$ cat config.mk
export PLATFORM = sky130hd
export DESIGN_NAME = unary_stream_gen_flat
export DESIGN_NICKNAME = d
export VERILOG_FILES = /design/src/rtl/unary_pkg.sv /design/src/rtl/unary_stream_gen_if.sv /design/src/rtl/unary_stream_gen_lane.sv /design/src/rtl/unary_stream_gen.sv /design/src/flat_wrapper.sv
export SDC_FILE = /design/constraint.sdc
export NUM_CORES = 1
export LEC_CHECK = 0
export ABC_AREA = 1
export CORE_AREA = 2 2 47 49
export DETAILED_ROUTE_END_ITERATION = 10
export DIE_AREA = 0 0 49 51
export PLACE_DENSITY = 0.62
export SLEW_MARGIN = 20
export SYNTH_ARGS = -nofsm -noshare
export SYNTH_HDL_FRONTEND = slang
export SYNTH_HIERARCHICAL = 1
export SYNTH_SLANG_ARGS = --single-unit
$ cat constraint.sdc
create_clock -name clk -period 2.8 [get_ports clk]
set_input_delay 0.42 -clock clk [delete_from_list [all_inputs] [get_ports clk]]
set_output_delay 0.42 -clock clk [all_outputs]
set_load 0.02 [all_outputs]
$ cat src/rtl/unary_pkg.sv
// unary_pkg: shared definitions for the unary stream generator.
//   state_t    - FSM states (IDLE waits for a frame, STREAM emits beats)
//   beat_count - beats per frame, 2**BWIDTH / UWIDTH
//   cnt_width  - width of a counter that spans 0..beats-1 (at least 1 bit)
package unary_pkg;

    typedef enum logic {
        IDLE   = 1'b0,
        STREAM = 1'b1
    } state_t;

    function automatic int beat_count(input int bwidth, input int uwidth);
        return (2 ** bwidth) / uwidth;
    endfunction

    function automatic int cnt_width(input int beats);
        return (beats > 1) ? $clog2(beats) : 1;
    endfunction

endpackage

$ cat src/rtl/unary_stream_gen_if.sv
// unary_stream_gen_if: binary-in / unary-out stream bundle.
//   bin_in       [NCH][BWIDTH] per-lane binary value N_c
//   mode                       0 = ones first, 1 = ones last
//   bin_in_valid/bin_in_ready  frame handshake
//   u_out        [NCH][UWIDTH] current beat per lane
//   u_out_valid/u_out_ready    beat handshake
//   u_out_last                 final beat of a frame
//   done                       one-cycle pulse after the final beat handshake
// master = frame source / beat sink, slave = the generator.
interface unary_stream_gen_if #(
    parameter int UWIDTH = 2,
    parameter int BWIDTH = 4,
    parameter int NCH    = 1
);
    logic [NCH-1:0][BWIDTH-1:0] bin_in;
    logic                       mode;
    logic                       bin_in_valid;
    logic                       bin_in_ready;
    logic [NCH-1:0][UWIDTH-1:0] u_out;
    logic                       u_out_valid;
    logic                       u_out_ready;
    logic                       u_out_last;
    logic                       done;

    modport master (
        output bin_in, mode, bin_in_valid, u_out_ready,
        input  bin_in_ready, u_out, u_out_valid, u_out_last, done
    );

    modport slave (
        input  bin_in, mode, bin_in_valid, u_out_ready,
        output bin_in_ready, u_out, u_out_valid, u_out_last, done
    );
endinterface

$ cat src/rtl/unary_stream_gen_lane.sv
// unary_lane: per-lane threshold comparator.
//   i_n    lane value N
//   i_mode 0 = bit set when index < N, 1 = bit set when index >= L-N
//   i_k    shared beat counter
//   i_en   high while streaming; output forced to zero otherwise
//   o_bits UWIDTH unary bits for beat i_k, bit j = frame position k*UWIDTH+j
// All index math is BWIDTH+1 bits so L-N with N=0 does not wrap.
module unary_lane
    import unary_pkg::*;
#(
    parameter int UWIDTH = 2,
    parameter int BWIDTH = 4,
    parameter int KW     = 3
) (
    input  logic [BWIDTH-1:0] i_n,
    input  logic              i_mode,
    input  logic [KW-1:0]     i_k,
    input  logic              i_en,
    output logic [UWIDTH-1:0] o_bits
);
    localparam int IW = BWIDTH + 1;
    localparam logic [IW-1:0] LEN = IW'(2 ** BWIDTH);

    logic [IW-1:0] w_n;
    logic [IW-1:0] w_lo;
    logic [IW-1:0] w_base;

    assign w_n    = {1'b0, i_n};
    assign w_lo   = LEN - w_n;
    assign w_base = IW'(i_k) * IW'(UWIDTH);

    always_comb begin
        o_bits = '0;
        for (int j = 0; j < UWIDTH; j++) begin
            if (i_mode)
                o_bits[j] = i_en && ((w_base + IW'(j)) >= w_lo);
            else
                o_bits[j] = i_en && ((w_base + IW'(j)) < w_n);
        end
    end
endmodule

$ cat src/rtl/unary_stream_gen.sv
// unary_stream_gen: converts per-lane binary values into unary frames of
// L = 2**BWIDTH bits, emitted UWIDTH bits per lane per beat over
// B = L/UWIDTH beats.
//   clk, reset  clock and asynchronous active-high reset
//   s           slave side of unary_stream_gen_if (frame in, beats out)
// One FSM and beat counter are shared by all lanes; each lane is a
// unary_lane comparator on the captured value.
module unary_stream_gen
    import unary_pkg::*;
#(
    parameter int UWIDTH = 2,
    parameter int BWIDTH = 4,
    parameter int NCH    = 1
) (
    input  logic               clk,
    input  logic               reset,
    unary_stream_gen_if.slave  s
);
    localparam int B  = beat_count(BWIDTH, UWIDTH);
    localparam int KW = cnt_width(B);
    localparam logic [KW-1:0] K_LAST = KW'(B - 1);

    state_t                     r_state;
    state_t                     w_state_nxt;
    logic [KW-1:0]              r_k;
    logic [KW-1:0]              w_k_nxt;
    logic [NCH-1:0][BWIDTH-1:0] r_n;
    logic                       r_mode;
    logic                       r_done;

    logic                       w_stream;
    logic                       w_last;
    logic                       w_hs;
    logic                       w_ready;
    logic                       w_accept;
    logic [NCH-1:0][UWIDTH-1:0] w_u;

    assign w_stream = (r_state == STREAM);
    assign w_last   = w_stream && (r_k == K_LAST);
    assign w_hs     = w_stream && s.u_out_ready;
    // Ready also during the final handshake so back-to-back frames
    // stream without an idle beat between them.
    assign w_ready  = !w_stream || (w_last && s.u_out_ready);
    assign w_accept = s.bin_in_valid && w_ready;

    always_comb begin
        w_state_nxt = r_state;
        w_k_nxt     = r_k;
        unique case (r_state)
            IDLE: begin
                if (w_accept) begin
                    w_state_nxt = STREAM;
                    w_k_nxt     = '0;
                end
            end
            STREAM: begin
                if (w_hs) begin
                    if (w_last) begin
                        w_k_nxt     = '0;
                        w_state_nxt = w_accept ? STREAM : IDLE;
                    end else begin
                        w_k_nxt = r_k + 1'b1;
                    end
                end
            end
            default: begin
                w_state_nxt = IDLE;
                w_k_nxt     = '0;
            end
        endcase
    end

    always_ff @(posedge clk or posedge reset) begin
        if (reset) begin
            r_state <= IDLE;
            r_k     <= '0;
            r_n     <= '0;
            r_mode  <= 1'b0;
            r_done  <= 1'b0;
        end else begin
            r_state <= w_state_nxt;
            r_k     <= w_k_nxt;
            r_done  <= w_hs && w_last;
            if (w_accept) begin
                r_n    <= s.bin_in;
                r_mode <= s.mode;
            end
        end
    end

    for (genvar c = 0; c < NCH; c++) begin : g_lane
        unary_lane #(
            .UWIDTH (UWIDTH),
            .BWIDTH (BWIDTH),
            .KW     (KW)
        ) u_lane (
            .i_n    (r_n[c]),
            .i_mode (r_mode),
            .i_k    (r_k),
            .i_en   (w_stream),
            .o_bits (w_u[c])
        );
    end

    assign s.bin_in_ready = w_ready;
    assign s.u_out        = w_u;
    assign s.u_out_valid  = w_stream;
    assign s.u_out_last   = w_last;
    assign s.done         = r_done;
endmodule
$ cat src/flat_wrapper.sv
// flat-port wrapper written by rule: the top's interface ports become plain ports
module unary_stream_gen_flat import unary_pkg::*;
#(
    parameter int UWIDTH = 2,
    parameter int BWIDTH = 4,
    parameter int NCH    = 1
)
  (clk, reset, s_bin_in, s_mode, s_bin_in_valid, s_u_out_ready, s_bin_in_ready, s_u_out, s_u_out_valid, s_u_out_last, s_done);
  unary_stream_gen_if #(.UWIDTH(UWIDTH), .BWIDTH(BWIDTH), .NCH(NCH)) s_i ();
  input  logic clk;
  input  logic reset;
  input wire logic [$bits(s_i.bin_in)-1:0] s_bin_in;
  input wire logic [$bits(s_i.mode)-1:0] s_mode;
  input wire logic [$bits(s_i.bin_in_valid)-1:0] s_bin_in_valid;
  input wire logic [$bits(s_i.u_out_ready)-1:0] s_u_out_ready;
  output wire logic [$bits(s_i.bin_in_ready)-1:0] s_bin_in_ready;
  output wire logic [$bits(s_i.u_out)-1:0] s_u_out;
  output wire logic [$bits(s_i.u_out_valid)-1:0] s_u_out_valid;
  output wire logic [$bits(s_i.u_out_last)-1:0] s_u_out_last;
  output wire logic [$bits(s_i.done)-1:0] s_done;
  assign s_i.bin_in = s_bin_in;
  assign s_i.mode = s_mode;
  assign s_i.bin_in_valid = s_bin_in_valid;
  assign s_i.u_out_ready = s_u_out_ready;
  assign s_bin_in_ready = s_i.bin_in_ready;
  assign s_u_out = s_i.u_out;
  assign s_u_out_valid = s_i.u_out_valid;
  assign s_u_out_last = s_i.u_out_last;
  assign s_done = s_i.done;
  unary_stream_gen #(.UWIDTH(UWIDTH), .BWIDTH(BWIDTH), .NCH(NCH)) u_core (.clk(clk), .reset(reset), .s(s_i));
endmodule
# Yosys cells after proc, flatten, opt, wreduce, memory -nomap -nowiden
# Cells that the tools add are included.
# classes
bitwise	1
n_reduce_logical	12
magnitude_cmp	4
n_eq_ne	3
n_mux	10
addsub	3
# op_table
cell	count
logical AND 1 bit	9
two-way mux 3 bit	3
one-hot mux 3 bit (2 select lines)	1
adder 4 x 1 -> 5 bit (second input constant)	1
greater-or-equal comparator 4 x 5 -> 1 bit	1
greater-or-equal comparator 5 bit	1
less-than comparator 5 x 4 -> 1 bit	1
two-way mux 1 bit	5
subtractor 5 x 4 -> 5 bit (first input constant)	1
less-than comparator 4 bit	1
adder 3 x 1 -> 3 bit (second input constant)	1
== test 3 bit (second input constant)	1
!= test 2 x 1 -> 1 bit (second input constant)	1
!= test 2 bit (second input constant)	1
one-hot mux 1 bit (2 select lines)	1
AND reduction 2 bit	1
logical NOT 1 bit	1
logical OR 1 bit	1
inverter 1 bit	1
# totals
reg_bits	10
output_inout_bits	6

# Depth between registers and ports, before layout
# depth
word_depth	9
mapped_depth	10

# Modules after synthesis
# Netlist, hierarchy kept.
# by_module_without_submodules
module	seq_area_each_um2	cells_per_inst	instances	area_per_inst_um2
unary_stream_gen	250.2	47	1	441.7
unary_lane	0.0	50	1	315.3

# Worst setup path before layout
# Ideal clock, no wire load.
# synth_path
kind	reg2out
startpoint	reg u_core/r_n[0] (netlist bit)
endpoint	out s_u_out[1]
path_buffers	0
required_ps	2380
stages_incl_launch_ff	11
path_slack_ps	740
arrival_time_ps	1640
path_cell_list	dfrtp_1 inv_1 ha_1 xor2_1 ha_1 inv_1 o21ai_0 nand3_1 nand3_1 nand2_1 inv_1
# synth_via
elab_chain_cells	4
elab_cells_between_ends	6
classes_between	add/sub (1); order compare (2); mux (1); reduce/logical (2)
# synth_rtl
item	line	rtl
start: declaration	unary_stream_gen.sv:27	logic [NCH-1:0][BWIDTH-1:0] r_n;
start signal: assignment	unary_stream_gen.sv:85	r_n <= s.bin_in;
subtractor 5 x 4 -> 5 bit	unary_stream_gen_lane.sv:29	assign w_lo = LEN - w_n;
greater-or-equal comparator 5 bit	unary_stream_gen_lane.sv:36	o_bits[j] = i_en && ((w_base + IW'(j)) >= w_lo);
logical AND 1 bit	unary_stream_gen_lane.sv:36	
two-way mux 1 bit (*)	unary_stream_gen_lane.sv:35	if (i_mode)
end: declaration	flat_wrapper.sv:17	output wire logic [$bits(s_i.u_out)-1:0] s_u_out;
# Mark *: on every way between the ends. The rest lies on a longest branch, timed or not.

# Worst setup path in the final report
# layout_path
startpoint	reg u_core/r_n[1] (netlist bit)
endpoint	out s_u_out[0]
# layout_via
elab_chain_cells	4
elab_cells_between_ends	6
classes_between	add/sub (1); order compare (2); mux (1); reduce/logical (2)
# layout_rtl
item	line
subtractor 5 x 4 -> 5 bit	unary_stream_gen_lane.sv:29
greater-or-equal comparator 4 x 5 -> 1 bit	unary_stream_gen_lane.sv:36
logical AND 1 bit	unary_stream_gen_lane.sv:36
two-way mux 1 bit (*)	unary_stream_gen_lane.sv:35
# Marks and branches as above.

==> flow_metrics.env <==
export IMPL_status="completed"
export IMPL_grt_pass1_wl_um=2500
export IMPL_start_kind="register"
export IMPL_synth_compound_area_share_pct=7.44
export IMPL_drive_gt1_share_pct=14.3
export IMPL_core_area_um2=2060
export IMPL_htreeDepth=1
export IMPL_synth_adder_area_share_pct=19.2
export IMPL_relSlewSlack_pct=73.3
export IMPL_nFillCells=223
export IMPL_timing_fmax_ghz=0.388
export IMPL_grt_pass1_vias=615
export IMPL_cp_required_ns=2.38
export IMPL_fin_hold_ws_ns=0.432
export IMPL_yosysUniqueCellTypes=18
export IMPL_hold_buffers=0
export IMPL_endpoint_kind="primary output"
export IMPL_syn_cell_area_um2=757
export IMPL_multiInputGateArea_um2=435
export IMPL_r2r_start="u_core/r_k[0]$_DFFE_PP0P_"
export IMPL_power_density_nw_per_um2=1180
export IMPL_dpl_hpwl_um=1180
export IMPL_maxCapViolCount=0
export IMPL_tightestPinTransition_ns=0.399
export IMPL_rsz0062_at_grt="no"
export IMPL_startpoint="u_core/r_n[1]$_DFFE_PP0P_"
export IMPL_detail_route_wl_per_cell_um=9.49
export IMPL_hold_violations=0
export IMPL_drtAntennaViolNets=0
export IMPL_area_sequential_um2=250
export IMPL_grt_antenna_before_repair=0
export IMPL_max_vdd_ir_drop_uv=641
export IMPL_diodes=0
export IMPL_fp_dieH_um=51
export IMPL_dr_total_vias=639
export IMPL_initial_core_util_pct=36.7
export IMPL_synth_avg_cell_area_um2=7.80
export IMPL_die_width_um=49
export IMPL_rows=17
export IMPL_yosys_area_share_xor_xnor_pct=2.31
export IMPL_track_usage_pct=13.0
export IMPL_die_area_um2=2500
export IMPL_ff2ff_setup_slack_ns=1.34
export IMPL_via_per_inst=4.35
export IMPL_cts_sinks=10
export IMPL_hp_class="in -> async"
export IMPL_cts_clk_slew_worst_paths_ns=0.07
export IMPL_slew_viol_final=0
export IMPL_place_congestion=0.794
export IMPL_skew_ns=0.00870
export IMPL_synth_seq_cells=10
export IMPL_totalWireLength_um=1400
export IMPL_firstDrtPassIters=4
export IMPL_path_max_fanout=4
export IMPL_p_total_uw=1170
export IMPL_ctsRootBufferMaster="clkbuf_4"
export IMPL_cts_tree="yes"
export IMPL_synthCells=97
export IMPL_pin_count=15
export IMPL_leakage_uw=0.000553
export IMPL_grt_max_degree=11
export IMPL_synthMuxAreaShare_pct=0
export IMPL_yosysSeqAreaShare_pct=33.1
export IMPL_min_period_over_period_pct=91.9
export IMPL_postSynthNetCount=117
export IMPL_ys_warn_count=6
export IMPL_period_needed_ns=2.57
export IMPL_arrival_ns=2.15
export IMPL_layout_nets=140
export IMPL_clock_latency_ns=0.26
export IMPL_synthToLayoutAreaGrowth_pct=31.1
export IMPL_port_buffers=14
export IMPL_synth_simple_area_share_pct=28.6
export IMPL_gr_total_overflow=0
export IMPL_clockBufferDepth=2
export IMPL_synth_top_family_by_area="simple AND/OR/NAND/NOR gates"
export IMPL_drc=0
export IMPL_critical_path_class="reg -> out"
export IMPL_cts_made_buffers=3
export IMPL_drt_initial_drc_count=7
export IMPL_finalSetupViolations=0
export IMPL_tns_ns=0
path summary, 6_finish.rpt:
kind                       cells after the start                         to
max reg2reg                                    8  u_core/r_n[1]$_DFFE_PP0P_
max in group asynchronous                      2  u_core/r_n[1]$_DFFE_PP0P_
min in group clk                               2  u_core/r_mode$_DFFE_PP0P_
min                                            2    u_core/s.done$_DFF_PP0_
max                                           11                 s_u_out[0]
min reg2reg                                    2  u_core/r_mode$_DFFE_PP0P_
synthesized netlist by cell type (all sizes together):
library cell,instances,area (um^2)
nand3,11,60.1
inv,19,71.3
nor2,4,17.5
ha,10,125
o21ai,4,23.8
nand3b,2,15.0
xor2,2,17.5
nand4,1,6.26
fa,1,20.0
a21oi,5,32.5
nand2,28,118
dfrtp,10,250
cells in the final DEF (no fill, tap or decap):
master	count
a21oi_1	3
a21oi_2	2
buf_4	4
clkbuf_2	1
clkbuf_4	3
clkbuf_8	1
clkdlybuf4s50_1	12
dfrtp_1	10
dlygate4sd2_1	1
fa_1	1
ha_1	10
inv_1	19
nand2_1	25
nand2_2	2
nand2_4	1
nand3_1	10
nand3_2	1
nand3b_1	2
nand4_1	1
nor2_1	3
nor2_2	1
o21ai_0	3
o21ai_2	1
xor2_1	2
registers in the layout (all words and copies together), names as in the netlist:
| name | cells |
|---|---|
| u_core/r_k | 3 |
| u_core/r_n | 4 |
| u_core/r_mode | 1 |
| u_core/s.u_out_valid | 1 |
| u_core/s.done | 1 |
where the power goes:
part | internal, uW | switching (uW)
Combinational | 341 | 440
Clock | 78.9 | 50.2
Sequential | 202 | 60.4
cell families after synthesis:
logic type,Yosys count
fa+ha+maj,11
flops,10
compound gates,9
simple gates,46
buf+inv,19
xor+xnor,2
critical path, cell delays in order (launching register included):
cell           delay [ns]
dfrtp_1              0.41
inv_1                0.09
ha_1                 0.22
xor2_1               0.15
ha_1                 0.33
nand2_1              0.06
nor2_1               0.10
nand2_1              0.06
nand3_1              0.07
nand2_1              0.05
inv_1                0.04
dlygate4sd2_1        0.32
what timing repair did:
action                     4_1_cts  5_1_grt
resized for setup                2        2
setup endpoints to repair        2        2
setup buffers                    0        3
layout make-up:
type                    count  area share (%)
flip-flops and latches     10            25.2
multi-input cells          68            43.9
inverters                  19            7.19
repair buffers             18            16.5
well taps                  28            3.53
clock buffers               4            3.66
metal layers:
layer	vias to the layer above	wire length (um)	track usage, %
li1	349	-	-
met1	272	662	15.8
met2	18	684	23.1
met3	0	48	2.63
met4	0	0	4.29
met5	-	0	0
metrics by stage:
step | setup WS, ns | cell area (um^2) | instances | utilization [%]
floorplan | 0.740 | 757 | 97 | -
global route | 0.0561 | 992 | 147 | 48.1
global placement | 0.197 | 940 | 140 | 45.5
CTS | 0.120 | 973 | 144 | 47.2
finish | 0.226 | 992 | 147 | 48.1
detailed placement | 0.148 | 940 | 140 | 45.5
Power figures use the tool's default switching activity.
